===== src/rtl/riscv_ex_pkg.sv =====
// Shared EX-stage types: field widths, EX1 occupancy states and the operand-stage payload.
// Payload fields are sized for RV64; RV32 builds zero-extend into them and truncate on the way out.
package riscv_ex_pkg;

  localparam int REG_ADDR_W   = 5;
  localparam int ALU_OP_W     = 6;
  localparam int FUNCT3_W     = 3;
  localparam int PAYLOAD_XLEN = 64;

  typedef enum logic [1:0] {
    EX1_EMPTY = 2'd0,
    EX1_FULL  = 2'd1,
    EX1_SKID  = 2'd2
  } ex1_state_e;

  typedef struct packed {
    logic [PAYLOAD_XLEN-1:0] pc;
    logic [31:0]             inst;
    logic [PAYLOAD_XLEN-1:0] imm;
    logic [REG_ADDR_W-1:0]   rd;
    logic [ALU_OP_W-1:0]     alu_op;
    logic [FUNCT3_W-1:0]     funct3;
    logic                    is_32bit;
  } ex1_payload_t;

endpackage


===== src/rtl/riscv_operand_bypass_mux.sv =====
// Resolves one source operand: x0 -> 0, else lowest-index matching bypass, else register file.
// Purely combinational, no handshake; sits in front of the EX1 main/skid D-inputs.
module riscv_operand_bypass_mux
  import riscv_ex_pkg::*;
#(
  parameter int XLEN    = 64,
  parameter int NUM_BYP = 2
) (
  input  logic [REG_ADDR_W-1:0]         rs_addr,
  input  logic [XLEN-1:0]               rf_data,
  input  logic [NUM_BYP-1:0]            byp_valid,
  input  logic [NUM_BYP*REG_ADDR_W-1:0] byp_rd,
  input  logic [NUM_BYP*XLEN-1:0]       byp_data,
  output logic [XLEN-1:0]               operand
);

  // Walk from oldest to youngest so the lowest index overwrites last and wins.
  always_comb begin
    operand = rf_data;
    for (int j = NUM_BYP - 1; j >= 0; j--) begin
      if (byp_valid[j] && (byp_rd[j*REG_ADDR_W +: REG_ADDR_W] == rs_addr)) begin
        operand = byp_data[j*XLEN +: XLEN];
      end
    end
    if (rs_addr == '0) begin
      operand = '0;
    end
  end

endmodule


===== src/rtl/riscv_ex1_operand_stage.sv =====
// EX1 operand stage: resolves NUM_SRC operands at accept and registers the bundle for EX2, 1-cycle latency.
// Main register plus one skid entry; in_ready is decoded from state only, so out_ready never reaches it combinationally.
module riscv_ex1_operand_stage
  import riscv_ex_pkg::*;
#(
  parameter int XLEN    = 64,
  parameter int NUM_SRC = 2,
  parameter int NUM_BYP = 2
) (
  input  logic                          clk,
  input  logic                          rst,
  input  logic                          flush,
  input  logic                          in_valid,
  output logic                          in_ready,
  input  logic [XLEN-1:0]               in_pc,
  input  logic [31:0]                   in_inst,
  input  logic [NUM_SRC*REG_ADDR_W-1:0] in_rs_addr,
  input  logic [REG_ADDR_W-1:0]         in_rd_addr,
  input  logic [XLEN-1:0]               in_imm,
  input  logic [ALU_OP_W-1:0]           in_alu_op,
  input  logic [FUNCT3_W-1:0]           in_funct3,
  input  logic                          in_is_32bit,
  output logic [NUM_SRC*REG_ADDR_W-1:0] rf_addr,
  input  logic [NUM_SRC*XLEN-1:0]       rf_data,
  input  logic [NUM_BYP-1:0]            byp_valid,
  input  logic [NUM_BYP*REG_ADDR_W-1:0] byp_rd,
  input  logic [NUM_BYP*XLEN-1:0]       byp_data,
  output logic                          out_valid,
  input  logic                          out_ready,
  output logic [XLEN-1:0]               out_pc,
  output logic [31:0]                   out_inst,
  output logic [XLEN-1:0]               out_imm,
  output logic [REG_ADDR_W-1:0]         out_rd_addr,
  output logic [ALU_OP_W-1:0]           out_alu_op,
  output logic [FUNCT3_W-1:0]           out_funct3,
  output logic                          out_is_32bit,
  output logic [NUM_SRC*XLEN-1:0]       out_src_data
);

  ex1_state_e               state_q, state_d;
  ex1_payload_t             main_pl_q, main_pl_d, skid_pl_q, skid_pl_d, in_pl;
  logic [NUM_SRC*XLEN-1:0]  main_src_q, main_src_d, skid_src_q, skid_src_d, in_src;
  logic                     accept;

  assign rf_addr = in_rs_addr;

  for (genvar g = 0; g < NUM_SRC; g++) begin : g_src
    riscv_operand_bypass_mux #(
      .XLEN    (XLEN),
      .NUM_BYP (NUM_BYP)
    ) u_byp_mux (
      .rs_addr   (in_rs_addr[g*REG_ADDR_W +: REG_ADDR_W]),
      .rf_data   (rf_data[g*XLEN +: XLEN]),
      .byp_valid (byp_valid),
      .byp_rd    (byp_rd),
      .byp_data  (byp_data),
      .operand   (in_src[g*XLEN +: XLEN])
    );
  end

  always_comb begin
    in_pl          = '0;
    in_pl.pc       = PAYLOAD_XLEN'(in_pc);
    in_pl.inst     = in_inst;
    in_pl.imm      = PAYLOAD_XLEN'(in_imm);
    in_pl.rd       = in_rd_addr;
    in_pl.alu_op   = in_alu_op;
    in_pl.funct3   = in_funct3;
    in_pl.is_32bit = in_is_32bit;
  end

  assign in_ready  = (state_q != EX1_SKID);
  assign out_valid = (state_q != EX1_EMPTY);
  assign accept    = in_valid & in_ready & ~flush;

  always_comb begin
    state_d    = state_q;
    main_pl_d  = main_pl_q;
    main_src_d = main_src_q;
    skid_pl_d  = skid_pl_q;
    skid_src_d = skid_src_q;
    unique case (state_q)
      EX1_EMPTY: begin
        if (accept) begin
          state_d    = EX1_FULL;
          main_pl_d  = in_pl;
          main_src_d = in_src;
        end
      end
      EX1_FULL: begin
        if (out_ready) begin
          state_d = accept ? EX1_FULL : EX1_EMPTY;
          if (accept) begin
            main_pl_d  = in_pl;
            main_src_d = in_src;
          end
        end else if (accept) begin
          state_d    = EX1_SKID;
          skid_pl_d  = in_pl;
          skid_src_d = in_src;
        end
      end
      EX1_SKID: begin
        if (out_ready) begin
          state_d    = EX1_FULL;
          main_pl_d  = skid_pl_q;
          main_src_d = skid_src_q;
        end
      end
      default: state_d = EX1_EMPTY;
    endcase
    // Flush overrides whatever the handshake decided; stale data is harmless once invalid.
    if (flush) begin
      state_d = EX1_EMPTY;
    end
  end

  always_ff @(posedge clk or posedge rst) begin
    if (rst) begin
      state_q <= EX1_EMPTY;
    end else begin
      state_q <= state_d;
    end
  end

  always_ff @(posedge clk) begin
    main_pl_q  <= main_pl_d;
    main_src_q <= main_src_d;
    skid_pl_q  <= skid_pl_d;
    skid_src_q <= skid_src_d;
  end

  assign out_pc       = main_pl_q.pc[XLEN-1:0];
  assign out_inst     = main_pl_q.inst;
  assign out_imm      = main_pl_q.imm[XLEN-1:0];
  assign out_rd_addr  = main_pl_q.rd;
  assign out_alu_op   = main_pl_q.alu_op;
  assign out_funct3   = main_pl_q.funct3;
  assign out_is_32bit = main_pl_q.is_32bit;
  assign out_src_data = main_src_q;

endmodule


===== config.mk =====
export PLATFORM = sky130hd
export DESIGN_NAME = riscv_ex1_operand_stage
export DESIGN_NICKNAME = d
export VERILOG_FILES = /design/src/rtl/riscv_ex_pkg.sv /design/src/rtl/riscv_operand_bypass_mux.sv /design/src/rtl/riscv_ex1_operand_stage.sv
export SDC_FILE = /design/constraint.sdc
export NUM_CORES = 1
export LEC_CHECK = 0
export BUFFER_PORTS_ARGS = -buffer_cell sky130_fd_sc_hd__buf_2
export CELL_PAD_IN_SITES_DETAIL_PLACEMENT = 1
export CELL_PAD_IN_SITES_GLOBAL_PLACEMENT = 1
export CORE_UTILIZATION = 25
export CTS_CLUSTER_DIAMETER = 60
export CTS_CLUSTER_SIZE = 12
export DETAILED_ROUTE_END_ITERATION = 6
export GPL_TIMING_DRIVEN = 0
export PLACE_DENSITY_LB_ADDON = 0.1
export SYNTH_ARGS = -nofsm -noshare
export SYNTH_HDL_FRONTEND = slang
export SYNTH_SLANG_ARGS = --single-unit

===== constraint.sdc =====
create_clock -name clk -period 56.3 [get_ports clk]
set_input_delay 2.815 -clock clk [delete_from_list [all_inputs] [get_ports clk]]
set_output_delay 2.815 -clock clk [all_outputs]
set_load 0.01 [all_outputs]

==> impl_metrics.csv, run 1 <==
group,metric,value,unit
status,outcome,"finished clean",
global_route,busiest_layer,"met2",
logic_synthesis,synth_top_family_by_area,"simple AND/OR/NAND/NOR gates",
worst_hold_path,hold_depth,2,
detailed_routing,postRouteAntennaNets,0,
clock_network,htree_levels,3,
power_and_ir_drop,power.density,33.5,nW/µm²
global_route,grt_max_degree,55,
sta,post-route-period-util,0.108,
worst_setup_path,cp_data_required_time,53.49,ns
detailed_routing,drc,0,
logic_synthesis,yosysTopAreaCell,"edfxtp_1",
worst_setup_path,crit_type,"in2out",
global_route,grt_use_met3,0.0775,
worst_setup_path,cpMaxStageDelayCell,"buf_2",
placed_design,pre_cts_ws,50.16,ns
worst_setup_path,worst_path_most_repeated_cell,"buf_2",
clock_network,cts.sinks,608,
floorplanning,dieArea,105000,µm²
worst_hold_path,min_to,"out_rd_addr[3]$_DFFE_PP_",
sta,clock_skew,0.0247,ns
clock_network,cts-resized-gates,0,
logic_synthesis,ys_seq_area_frac,0.704,
detailed_routing,post_drt_wl_per_cell,25.8,µm
layout,area.growth.synth_to_final,34.5,%
clock_network,cts_root_buffer,"clkbuf_16",
logic_synthesis,syn_area_per_cell,13.1,µm²
clock_network,hold_buffers,0,
clock_network,cts_tree,"yes",
sta,worst_slack,50.19,ns
logic_synthesis,synth_warnings,0,
sta,finalSetupViolations,0,
placed_design,place_area,32100,µm²
sta,whs,0.498,ns
layout,drive_gt1_frac,0.360,
global_route,antenna_found_initial,67,
sta,hold_viol_final,0,
clock_network,cts_setup_buffers,0,
logic_synthesis,muxShareOfSynthArea,0.000386,
placed_design,portBuffers,772,
floorplanning,die_h,324,µm
logic_synthesis,synthArstFlopShare,0.00329,
logic_synthesis,ys_seq_elements,608,
logic_synthesis,synthFlopType,"edfxtp_1",
global_route,grt_pass1_wl,155000,µm
worst_setup_path,ff2ff_setup_slack,53.23,ns
logic_synthesis,synth-edff-count,606,
worst_setup_path,endpoint_kind,"output pin",
clock_network,clkLatencyLatePin,0.66,ns
detailed_routing,vias,20600,
sta,slew_headroom,0.157,
global_route,grtUsageMet2,0.360,
detailed_routing,dr.pass1.iters,6,
logic_synthesis,synth.most_common_cell,"nand2_1",
global_route,track_usage,0.206,
layout,fillers,11200,
floorplanning,start_util,0.253,
floorplanning,coreArea,102000,µm²
layout,num-nets-final,3342,
floorplanning,io_pins,773,
global_route,grt_pass1_vias,21800,
logic_synthesis,synth_commonest_cells,"nand2_1 (657), edfxtp_1 (606), a32o_1 (128), a221o_1 (125), clkbuf_1 (97)",
global_route,grt-ovfl-total,0,
clock_network,cts-buffers-inserted,81,
clock_network,clockBufferDepth,3,
worst_hold_path,worstHoldStart,"skid_pl_q[13]$_DFFE_PP_",
global_route,met1_usage,0.228,
placed_design,dp_hpwl,84900,µm
worst_setup_path,slowest_delay,0.21,ns
sta,tns,0,ns
logic_synthesis,yosys.area_share.simple,0.159,
worst_hold_path,min_path_type,"reg2reg",
worst_setup_path,timing.rr.end,"skid_src_q[21]$_DFFE_PP_",
sta,finalMaxSlewViolations,0,
layout,final_util,0.341,
logic_synthesis,syn-num-nets,2445,
layout,fin_area,34900,µm²
logic_synthesis,synth_xor_area_frac,0.00675,
worst_setup_path,reg2reg_from,"state_q[0]$_DFFE_PP0P_",
logic_synthesis,synth_compound_area_frac,0.100,
logic_synthesis,synthCells,1987,
logic_synthesis,syn-cell-area,25900,µm²
detailed_routing,drt-vias-per-instance,4.75,
clock_network,cts.clk_slew.worst_paths,0.06,ns
sta,fmax,0.164,GHz
sta,rsz0062_at_grt,"no",
logic_synthesis,synth_fa_ha_area_frac,0,
logic_synthesis,yosysTopAreaCellShare,0.702,
floorplanning,die_w,324,µm
power_and_ir_drop,leakagePower,13.8,nW
floorplanning,fp-row-count,117,
worst_setup_path,worst_setup_path_start_kind,"input port",
power_and_ir_drop,peakVddDrop,0.0000180,V
worst_setup_path,reg2reg_depth,9,
detailed_routing,drt-initial-drc-count,1219,
run,cap_violations,0,
sta,period_minus_slack,6.11,ns
sta,tightest_slew,1.26,ns
worst_setup_path,cp.arrival,3.29,ns
worst_setup_path,worstPathMaxFanout,4,
logic_synthesis,synth_area_leaders,"edfxtp_1 (70%), nand2_1 (9.5%), a32o_1 (4.9%)",
logic_synthesis,synth.distinct_cells,36,
worst_setup_path,crit_chain,"buf_2 -> buf_4 -> buf_2",
detailed_routing,wirelength,112000,µm
placed_design,gp_congestion,0.859,
## layer usage
layer  vias up  wire [µm]  share of wire
li1       9281          -              -
met1     10200      41900           0.37
met2       782      56000           0.50
met3       229      10200          0.091
met4        66       3350          0.030
met5         -        440         0.0039
## stage by stage
step	total power, mW	cells
2_1_floorplan	0.592	1987
3_3_place_gp	0.653	4127
3_5_place_dp	0.649	4169
4_1_cts	1.19	4309
6_report	1.17	4333
5_1_grt	1.21	4319
## sequential cells by signal, summed over array words and instances (netlist names), 5 cells and up
name	cells
out_imm	64
out_pc	64
skid_pl_q	175
out_rd_addr	5
out_src_data	128
skid_src_q	128
out_inst	32
out_alu_op	6
## cells in the final DEF, fill, tap and decap left out, types with 9 or more instances in the layout
| cell type | netlist | final |
|---|---|---|
| buf_8 | 6 | 12 |
| edfxtp_1 | 606 | 606 |
| and3_1 | 70 | 70 |
| diode_2 | 0 | 24 |
| a32o_1 | 128 | 128 |
| nand2_1 | 657 | 657 |
| buf_2 | 20 | 792 |
| buf_4 | 18 | 21 |
| nor2_1 | 71 | 70 |
| inv_6 | 0 | 9 |
| buf_6 | 1 | 27 |
| buf_1 | 9 | 9 |
| clkbuf_16 | 0 | 84 |
| and2_1 | 64 | 64 |
| a221o_1 | 125 | 125 |
| clkbuf_1 | 97 | 106 |
| xnor2_1 | 15 | 15 |
| and3_2 | 59 | 59 |
## how the worst max path moves through the flow
stage                  start                       end
2_1_floorplan      out_ready    skid_pl_q[0]$_DFFE_PP_
3_3_place_gp       out_ready  skid_src_q[19]$_DFFE_PP_
3_5_place_dp   in_rs_addr[7]                rf_addr[7]
4_1_cts        in_rs_addr[7]                rf_addr[7]
5_1_grt        in_rs_addr[7]                rf_addr[7]
6_report       in_rs_addr[7]                rf_addr[7]
## worst max-delay path: cells and delay by family
| family | cells | cell delay [ns] |
|---|---|---|
| buf+inv | 3 | 0.46 |
## logic make-up (layout without fill, tap and decap cells)
logic type	after synthesis	in the layout
compound gates	262	262
buf+inv	158	1112
mux	1	1
other cells	0	24
flops	608	608
xor+xnor	20	20
simple gates	938	938
## final cells by class
| class | instances | area, µm² | area share |
|---|---|---|---|
| diodes | 24 | 60.1 | 0.00172 |
| plain buffers | 153 | 752 | 0.0216 |
| clock buffers | 93 | 2140 | 0.0612 |
| clock inverters | 47 | 566 | 0.0162 |
| inverters | 5 | 18.8 | 0.000538 |
| multi-input cells | 1221 | 6950 | 0.199 |
| flip-flops and latches | 608 | 18200 | 0.523 |
| well taps | 1368 | 1710 | 0.0491 |
| repair buffers | 814 | 4450 | 0.128 |
## report_power, final
part	total (mW)	switching, mW	internal, mW
logic	0.113	0.0653	0.0474
clock network	0.531	0.221	0.310
registers	0.525	0.00475	0.521
total	1.17	0.291	0.878
No activity file was read; power rests on OpenSTA's default activity.
==> run 2, diff against run 1 <==
Settings changed: ABC_AREA set to 1.
Clock period 56.3 ns to 5.88 ns, I/O delays scaled along.
==> run 2 against run 1 <==
Effect of this change:
- hold slack got worse by 0.44 ns
- clock skew grew 0.0065 ns
- sequential cell count unchanged
- area after synthesis grew 5.2%
- cell count is 22% higher
- global-route usage grew 0.29 points
==> impl_metrics.csv, run 2 <==
group,metric,value,unit
clock_network,cts_setup_buffers,0,
sta,slew_headroom,0.0926,
floorplanning,die_h,332,µm
worst_setup_path,cp_data_required_time,6.22,ns
logic_synthesis,yosysTopAreaCellShare,0.667,
logic_synthesis,syn_area_per_cell,10.1,µm²
floorplanning,io_pins,773,
placed_design,gp_congestion,0.823,
global_route,grt-ovfl-total,0,
logic_synthesis,syn-num-nets,3172,
layout,final-seq-area,18200,µm²
sta,tightest_slew,1.35,ns
power_and_ir_drop,peakVddDrop,0.000171,V
sta,whs,0.0590,ns
sta,hold_viol_final,0,
logic_synthesis,ys_seq_area_frac,0.668,
logic_synthesis,synth_commonest_cells,"nand2_1 (1109), edfxtp_1 (606), nand3_1 (350), nor2_1 (273), inv_1 (152)",
worst_hold_path,hold_depth,5,
run,cap_violations,0,
global_route,antenna_found_initial,48,
layout,largest_register,"skid_pl_q",
floorplanning,die_w,332,µm
power_and_ir_drop,power.density,302,nW/µm²
clock_network,cts-buffers-inserted,79,
worst_setup_path,worstPathMaxFanout,14,
clock_network,cts.clk_slew.worst_paths,0.07,ns
global_route,track_usage,0.209,
detailed_routing,wirelength,117000,µm
floorplanning,dieArea,111000,µm²
logic_synthesis,syn-cell-area,27300,µm²
clock_network,cts_root_buffer,"clkbuf_16",
worst_setup_path,cp.arrival,3.82,ns
detailed_routing,drt-initial-drc-count,1153,
clock_network,clkLatencyLatePin,0.64,ns
worst_setup_path,endpoint_kind,"flop",
global_route,grt_max_degree,29,
sta,post-route-period-util,0.592,
layout,fillers,12400,
worst_setup_path,ff2ff_setup_slack,2.40,ns
floorplanning,coreArea,108000,µm²
layout,drive_gt1_frac,0.282,
worst_setup_path,timing.rr.end,"out_pc[2]$_DFFE_PP_",
logic_synthesis,synthFlopType,"edfxtp_1",
logic_synthesis,synth_warnings,0,
detailed_routing,dr.pass1.iters,5,
layout,largest_reg_flops,175,
detailed_routing,vias,23200,
worst_setup_path,reg2reg_depth,12,
status,outcome,"finished clean",
sta,fmax,0.287,GHz
layout,layout_common_cells,"nand2_1 (1108), buf_2 (825), edfxtp_1 (606), nand3_1 (350), nor2_1 (272)",
clock_network,cts.sinks,608,
layout,multiInputGateArea,7580,µm²
power_and_ir_drop,leakagePower,17.3,nW
detailed_routing,postRouteAntennaNets,0,
logic_synthesis,synthArstFlopShare,0.00329,
detailed_routing,post_drt_wl_per_cell,22.0,µm
detailed_routing,drc,0,
worst_setup_path,crit_type,"reg2reg",
layout,layout_commonest_cell,"nand2_1",
clock_network,clockBufferDepth,3,
layout,final_util,0.357,
floorplanning,start_util,0.254,
global_route,grt_pass1_wl,169000,µm
logic_synthesis,synth-edff-count,606,
sta,clock_skew,0.0311,ns
clock_network,cts_tree,"yes",
logic_synthesis,synthCells,2714,
layout,num-nets-final,4279,
sta,finalMaxSlewViolations,0,
worst_setup_path,worst_setup_path_start_kind,"flop",
logic_synthesis,ys_seq_elements,608,
sta,finalSetupViolations,0,
worst_hold_path,min_to,"skid_src_q[61]$_DFFE_PP_",
logic_synthesis,yosysTopAreaCell,"edfxtp_1",
logic_synthesis,synth.most_common_cell,"nand2_1",
layout,area.growth.synth_to_final,40.6,%
sta,period_minus_slack,3.48,ns
placed_design,dp_hpwl,88800,µm
logic_synthesis,synth_area_leaders,"edfxtp_1 (67%), nand2_1 (15%), nand3_1 (6.4%)",
worst_hold_path,min_path_type,"in2reg",
sta,rsz0062_at_grt,"no",
logic_synthesis,synth.distinct_cells,25,
clock_network,htree_levels,3,
global_route,grt_pass1_vias,24200,
worst_setup_path,reg2reg_from,"state_q[0]$_DFFE_PP0P_",
placed_design,portBuffers,772,
floorplanning,fp-row-count,120,
detailed_routing,drt-vias-per-instance,4.39,
worst_hold_path,worstHoldStart,"rf_data[61]",
[run 2: cell types whose count changed in the layout (fill, tap and decap cells not counted), sizes merged, moves of 4 or more]
cell / previous run / this run
nand2: 657 / 1112
nand3: 3 / 395
dlygate4sd3: 0 / 215
nor2: 71 / 279
inv: 23 / 169
and3: 129 / 0
a221o: 128 / 0
a32o: 128 / 0
and2: 64 / 0
clkbuf: 190 / 140
buf: 868 / 908
xnor2: 15 / 0
xor2: 5 / 0
diode: 24 / 20
[run 2: layout make-up]
type                       instances  area share
sequential                       608       0.475
clock buffer                      88      0.0529
multi-input combinational       1797       0.197
antenna                           20     0.00130
buffer                           150      0.0234
tap                             1403      0.0457
inverter                         159      0.0155
clock inverter                    42      0.0130
timing repair buffer            1026       0.175
[run 2: worst max-delay path by stage]
stage	startpoint	end	slack [ns]	cells past startpoint
after floorplan	state_q[0]$_DFFE_PP0P_	out_alu_op[0]$_DFFE_PP_	-3.99	6
after global placement	state_q[0]$_DFFE_PP0P_	out_src_data[98]$_DFFE_PP_	-11.32	5
after detailed placement	state_q[0]$_DFFE_PP0P_	out_src_data[94]$_DFFE_PP_	2.31	12
after CTS	state_q[0]$_DFFE_PP0P_	out_pc[2]$_DFFE_PP_	2.28	12
after global routing	state_q[0]$_DFFE_PP0P_	out_pc[2]$_DFFE_PP_	2.17	12
final	state_q[0]$_DFFE_PP0P_	out_pc[2]$_DFFE_PP_	2.40	12
[run 2: through the flow]
step | instance area, µm² | cells | power, mW | setup WS, ns | setup TNS [ns]
2_1_floorplan | 27300 | 2714 | 5.98 | -3.99 | -2203.76
3_3_place_gp | 32900 | 4889 | 6.79 | -11.32 | -6395.01
3_5_place_dp | 33700 | 4928 | 6.73 | 2.31 | 0
4_1_cts | 38300 | 5273 | 11.8 | 2.28 | 0
5_1_grt | 38400 | 5279 | 12.1 | 2.17 | 0
6_report | 38400 | 5293 | 11.6 | 2.40 | 0
[run 2: repair_timing]
action / in CTS / in global routing
hold buffers: 215 / 0
hold endpoints to repair: 388 / 0
resized for setup: 0 / 0
[run 2: per-layer routing]
layer | vias up | track usage | wire [µm]
li1 | 11200 | - | -
met1 | 11100 | 0.254 | 48000
met2 | 682 | 0.358 | 56600
met3 | 177 | 0.0628 | 9240
met4 | 50 | 0.0551 | 2570
met5 | - | 0 | 318
[run 2: worst max-delay path, stage by stage (launching register included)]
cell and delay (ns):
dfrtp_1 0.39, inv_2 0.09, nand2_4 0.19, buf_2 0.35, buf_2 0.33, a22oi_2 0.53, buf_16 0.22, buf_8 0.16
buf_8 0.19, buf_8 0.19, buf_8 0.16, buf_6 0.16, buf_8 0.15
[run 2: power breakdown]
part | internal, mW | leakage [nW] | switching, mW
logic | 0.596 | 10.5 | 0.969
clock network | 2.85 | 1.22 | 2.02
registers | 5.11 | 5.60 | 0.0622
[run 2: cells by family after synthesis]
logic type	share of synthesized area
buf+inv	0.0547
simple gates	0.275
flops	0.668
compound gates	0.00160
==> run 3, diff against run 2 <==
Clock period 5.88 ns to 3.3 ns, I/O delays scaled along.
==> run 3 against run 2 <==
Effect of this change:
- utilization is 3.3 points higher
- critical path depth down 1
- via count rose by 6.7%
- clock-buffer cell count is the same
- register-to-register slack lost 2.2 ns
- sequential cell count did not move
- fmax rose by 13%
- routed wire length grew 2.3%
- non-clock buffer count grew 342
==> impl_metrics.csv, run 3 (same netlist as run 2, synthesis figures left out) <==
group,metric,value,unit
worst_setup_path,worstPathMaxFanout,13,
clock_network,cts-buffers-inserted,83,
floorplanning,io_pins,773,
layout,final_util,0.390,
layout,num-nets-final,4625,
floorplanning,die_w,332,µm
floorplanning,die_h,332,µm
power_and_ir_drop,power.density,511,nW/µm²
detailed_routing,dr.pass1.iters,5,
placed_design,dp_hpwl,88000,µm
sta,clock_skew,0.0188,ns
worst_setup_path,worst_path_most_repeated_cell,"buf_8",
global_route,antenna_found_initial,35,
placed_design,gp_congestion,0.814,
worst_setup_path,worst_setup_path_start_kind,"flop",
worst_setup_path,cp_data_required_time,3.65,ns
worst_hold_path,min_path_type,"in2reg",
layout,final-seq-area,18200,µm²
status,outcome,"finished clean",
clock_network,clkLatencyLatePin,0.66,ns
sta,hold_viol_final,0,
detailed_routing,vias,24800,
global_route,grt_pass1_wl,176000,µm
power_and_ir_drop,leakagePower,18.8,nW
sta,finalMaxSlewViolations,0,
sta,slew_headroom,0.134,
sta,finalSetupViolations,0,
layout,largest_register,"skid_pl_q",
run,cap_violations,0,
power_and_ir_drop,total_power,21.4,mW
layout,largest_reg_flops,175,
placed_design,dp.cells,4927,
layout,layout_common_cells,"nand2_1 (1107), buf_2 (825), edfxtp_1 (606), dlygate4sd3_1 (557), nand3_1 (350)",
detailed_routing,post_drt_wl_per_cell,21.1,µm
sta,whs,0.0415,ns
clock_network,cts.sinks,608,
clock_network,clockBufferDepth,3,
detailed_routing,drc,0,
floorplanning,coreArea,108000,µm²
sta,tightest_slew,1.30,ns
global_route,grt-ovfl-total,0,
worst_setup_path,crit_type,"reg2reg",
sta,fmax,0.324,GHz
layout,area.growth.synth_to_final,53.6,%
clock_network,htree_levels,3,
floorplanning,start_util,0.254,
global_route,grt_pass1_vias,26200,
detailed_routing,drt-initial-drc-count,1108,
layout,drive_gt1_frac,0.262,
power_and_ir_drop,peakVddDrop,0.000327,V
layout,fin_area,41900,µm²
global_route,grtUsageMet2,0.369,
clock_network,cts_tree,"yes",
layout,fin_cells,5647,
global_route,met1_usage,0.265,
placed_design,portBuffers,772,
sta,rsz0062_at_grt,"no",
floorplanning,dieArea,111000,µm²
sta,period_minus_slack,3.09,ns
detailed_routing,wirelength,119000,µm
worst_setup_path,cpMaxStageDelayCell,"dfrtp_1",
placed_design,place_area,33600,µm²
sta,post-route-period-util,0.936,
floorplanning,fp-row-count,120,
global_route,grt_use_met3,0.0558,
detailed_routing,drt-vias-per-instance,4.39,
clock_network,cts.clk_slew.worst_paths,0.06,ns
clock_network,cts_root_buffer,"clkbuf_16",
global_route,busiest_layer,"met2",
worst_setup_path,cp.arrival,3.44,ns
layout,fillers,12400,
layout,layout_commonest_cell,"nand2_1",
worst_setup_path,slowest_delay,0.39,ns
global_route,track_usage,0.214,
detailed_routing,postRouteAntennaNets,0,
layout,multiInputGateArea,7590,µm²
worst_setup_path,endpoint_kind,"flop",
worst_setup_path,crit_chain,"inv_2 -> nand2_4 -> buf_2 -> buf_2 -> a22oi_2 -> buf_8 -> buf_16 -> buf_8 -> buf_8 -> buf_8 -> buf_8",
global_route,grt_max_degree,31,
[run 3: changes by cell type in the layout (fill, tap and decap cells not counted), sizes merged]
cell | previous run | this run
dlygate4sd3 | 215 | 557
clkinv | 17 | 25
inv | 169 | 176
diode | 20 | 16
clkinvlp | 7 | 10
bufinv | 8 | 6
[run 3: final cells by class]
cell class | count | area share
clock inverter | 58 | 0.0146
tap | 1403 | 0.0419
sequential | 608 | 0.435
clock buffer | 88 | 0.0500
antenna | 16 | 0.000955
multi-input combinational | 1797 | 0.181
inverter | 159 | 0.0142
buffer | 150 | 0.0214
timing repair buffer | 1368 | 0.241
[run 3: path summary, 6_finish.rpt]
| kind | start | end | slack (ns) | depth (start not counted) |
|---|---|---|---|---|
| worst min register to register | skid_pl_q[0]$_DFFE_PP_ | out_is_32bit$_DFFE_PP_ | 0.50 | 2 |
| worst min-delay path | byp_data[30] | out_src_data[94]$_DFFE_PP_ | 0.04 | 5 |
| min in group asynchronous | rst | state_q[0]$_DFFE_PP0P_ | 0.54 | 4 |
| worst max register to register | state_q[0]$_DFFE_PP0P_ | out_src_data[125]$_DFFE_PP_ | 0.21 | 11 |
| worst max-delay path | state_q[0]$_DFFE_PP0P_ | out_src_data[125]$_DFFE_PP_ | 0.21 | 11 |
| max in group asynchronous | rst | state_q[1]$_DFFE_PP0P_ | 2.64 | 4 |
[run 3: report_power, final]
part / switching [mW] / internal, mW
registers: 0.106 / 9.10
clock network: 3.83 / 5.18
logic: 1.82 / 1.40
total: 5.76 / 15.7
[run 3: per-layer routing]
| layer | vias to the layer above | share of wire |
|---|---|---|
| met3 | 166 | 0.063 |
| met1 | 12000 | 0.42 |
| met4 | 36 | 0.022 |
| met5 | - | 0.0019 |
| li1 | 11900 | - |
| met2 | 703 | 0.49 |
[run 3: worst max-delay path, delay by kind of cell, from the launching register on]
kind / cells / cell delay (ns)
DFF: 1 / 0.39
buffers and inverters: 9 / 1.90
and+or+nand+nor: 1 / 0.16
AOI/OAI and AO/OA: 1 / 0.26
[run 3: metrics by stage]
| stage | setup slack [ns] | TNS (ns) |
|---|---|---|
| floorplan | -6.55 | -2711.32 |
| global placement | -13.77 | -6019.81 |
| detailed placement | -0.335 | -11.56 |
| CTS | 0.0677 | 0 |
| global route | 0.0400 | 0 |
| finish | 0.212 | 0 |
[run 3: timing repair]
item / 4_1_cts / 5_1_grt
hold buffers: 557 / 0
endpoints found under the hold margin: 601 / 0
setup endpoints to repair: 104 / 0
gates resized for setup: 0 / 0
buffers inserted: 1 / 0
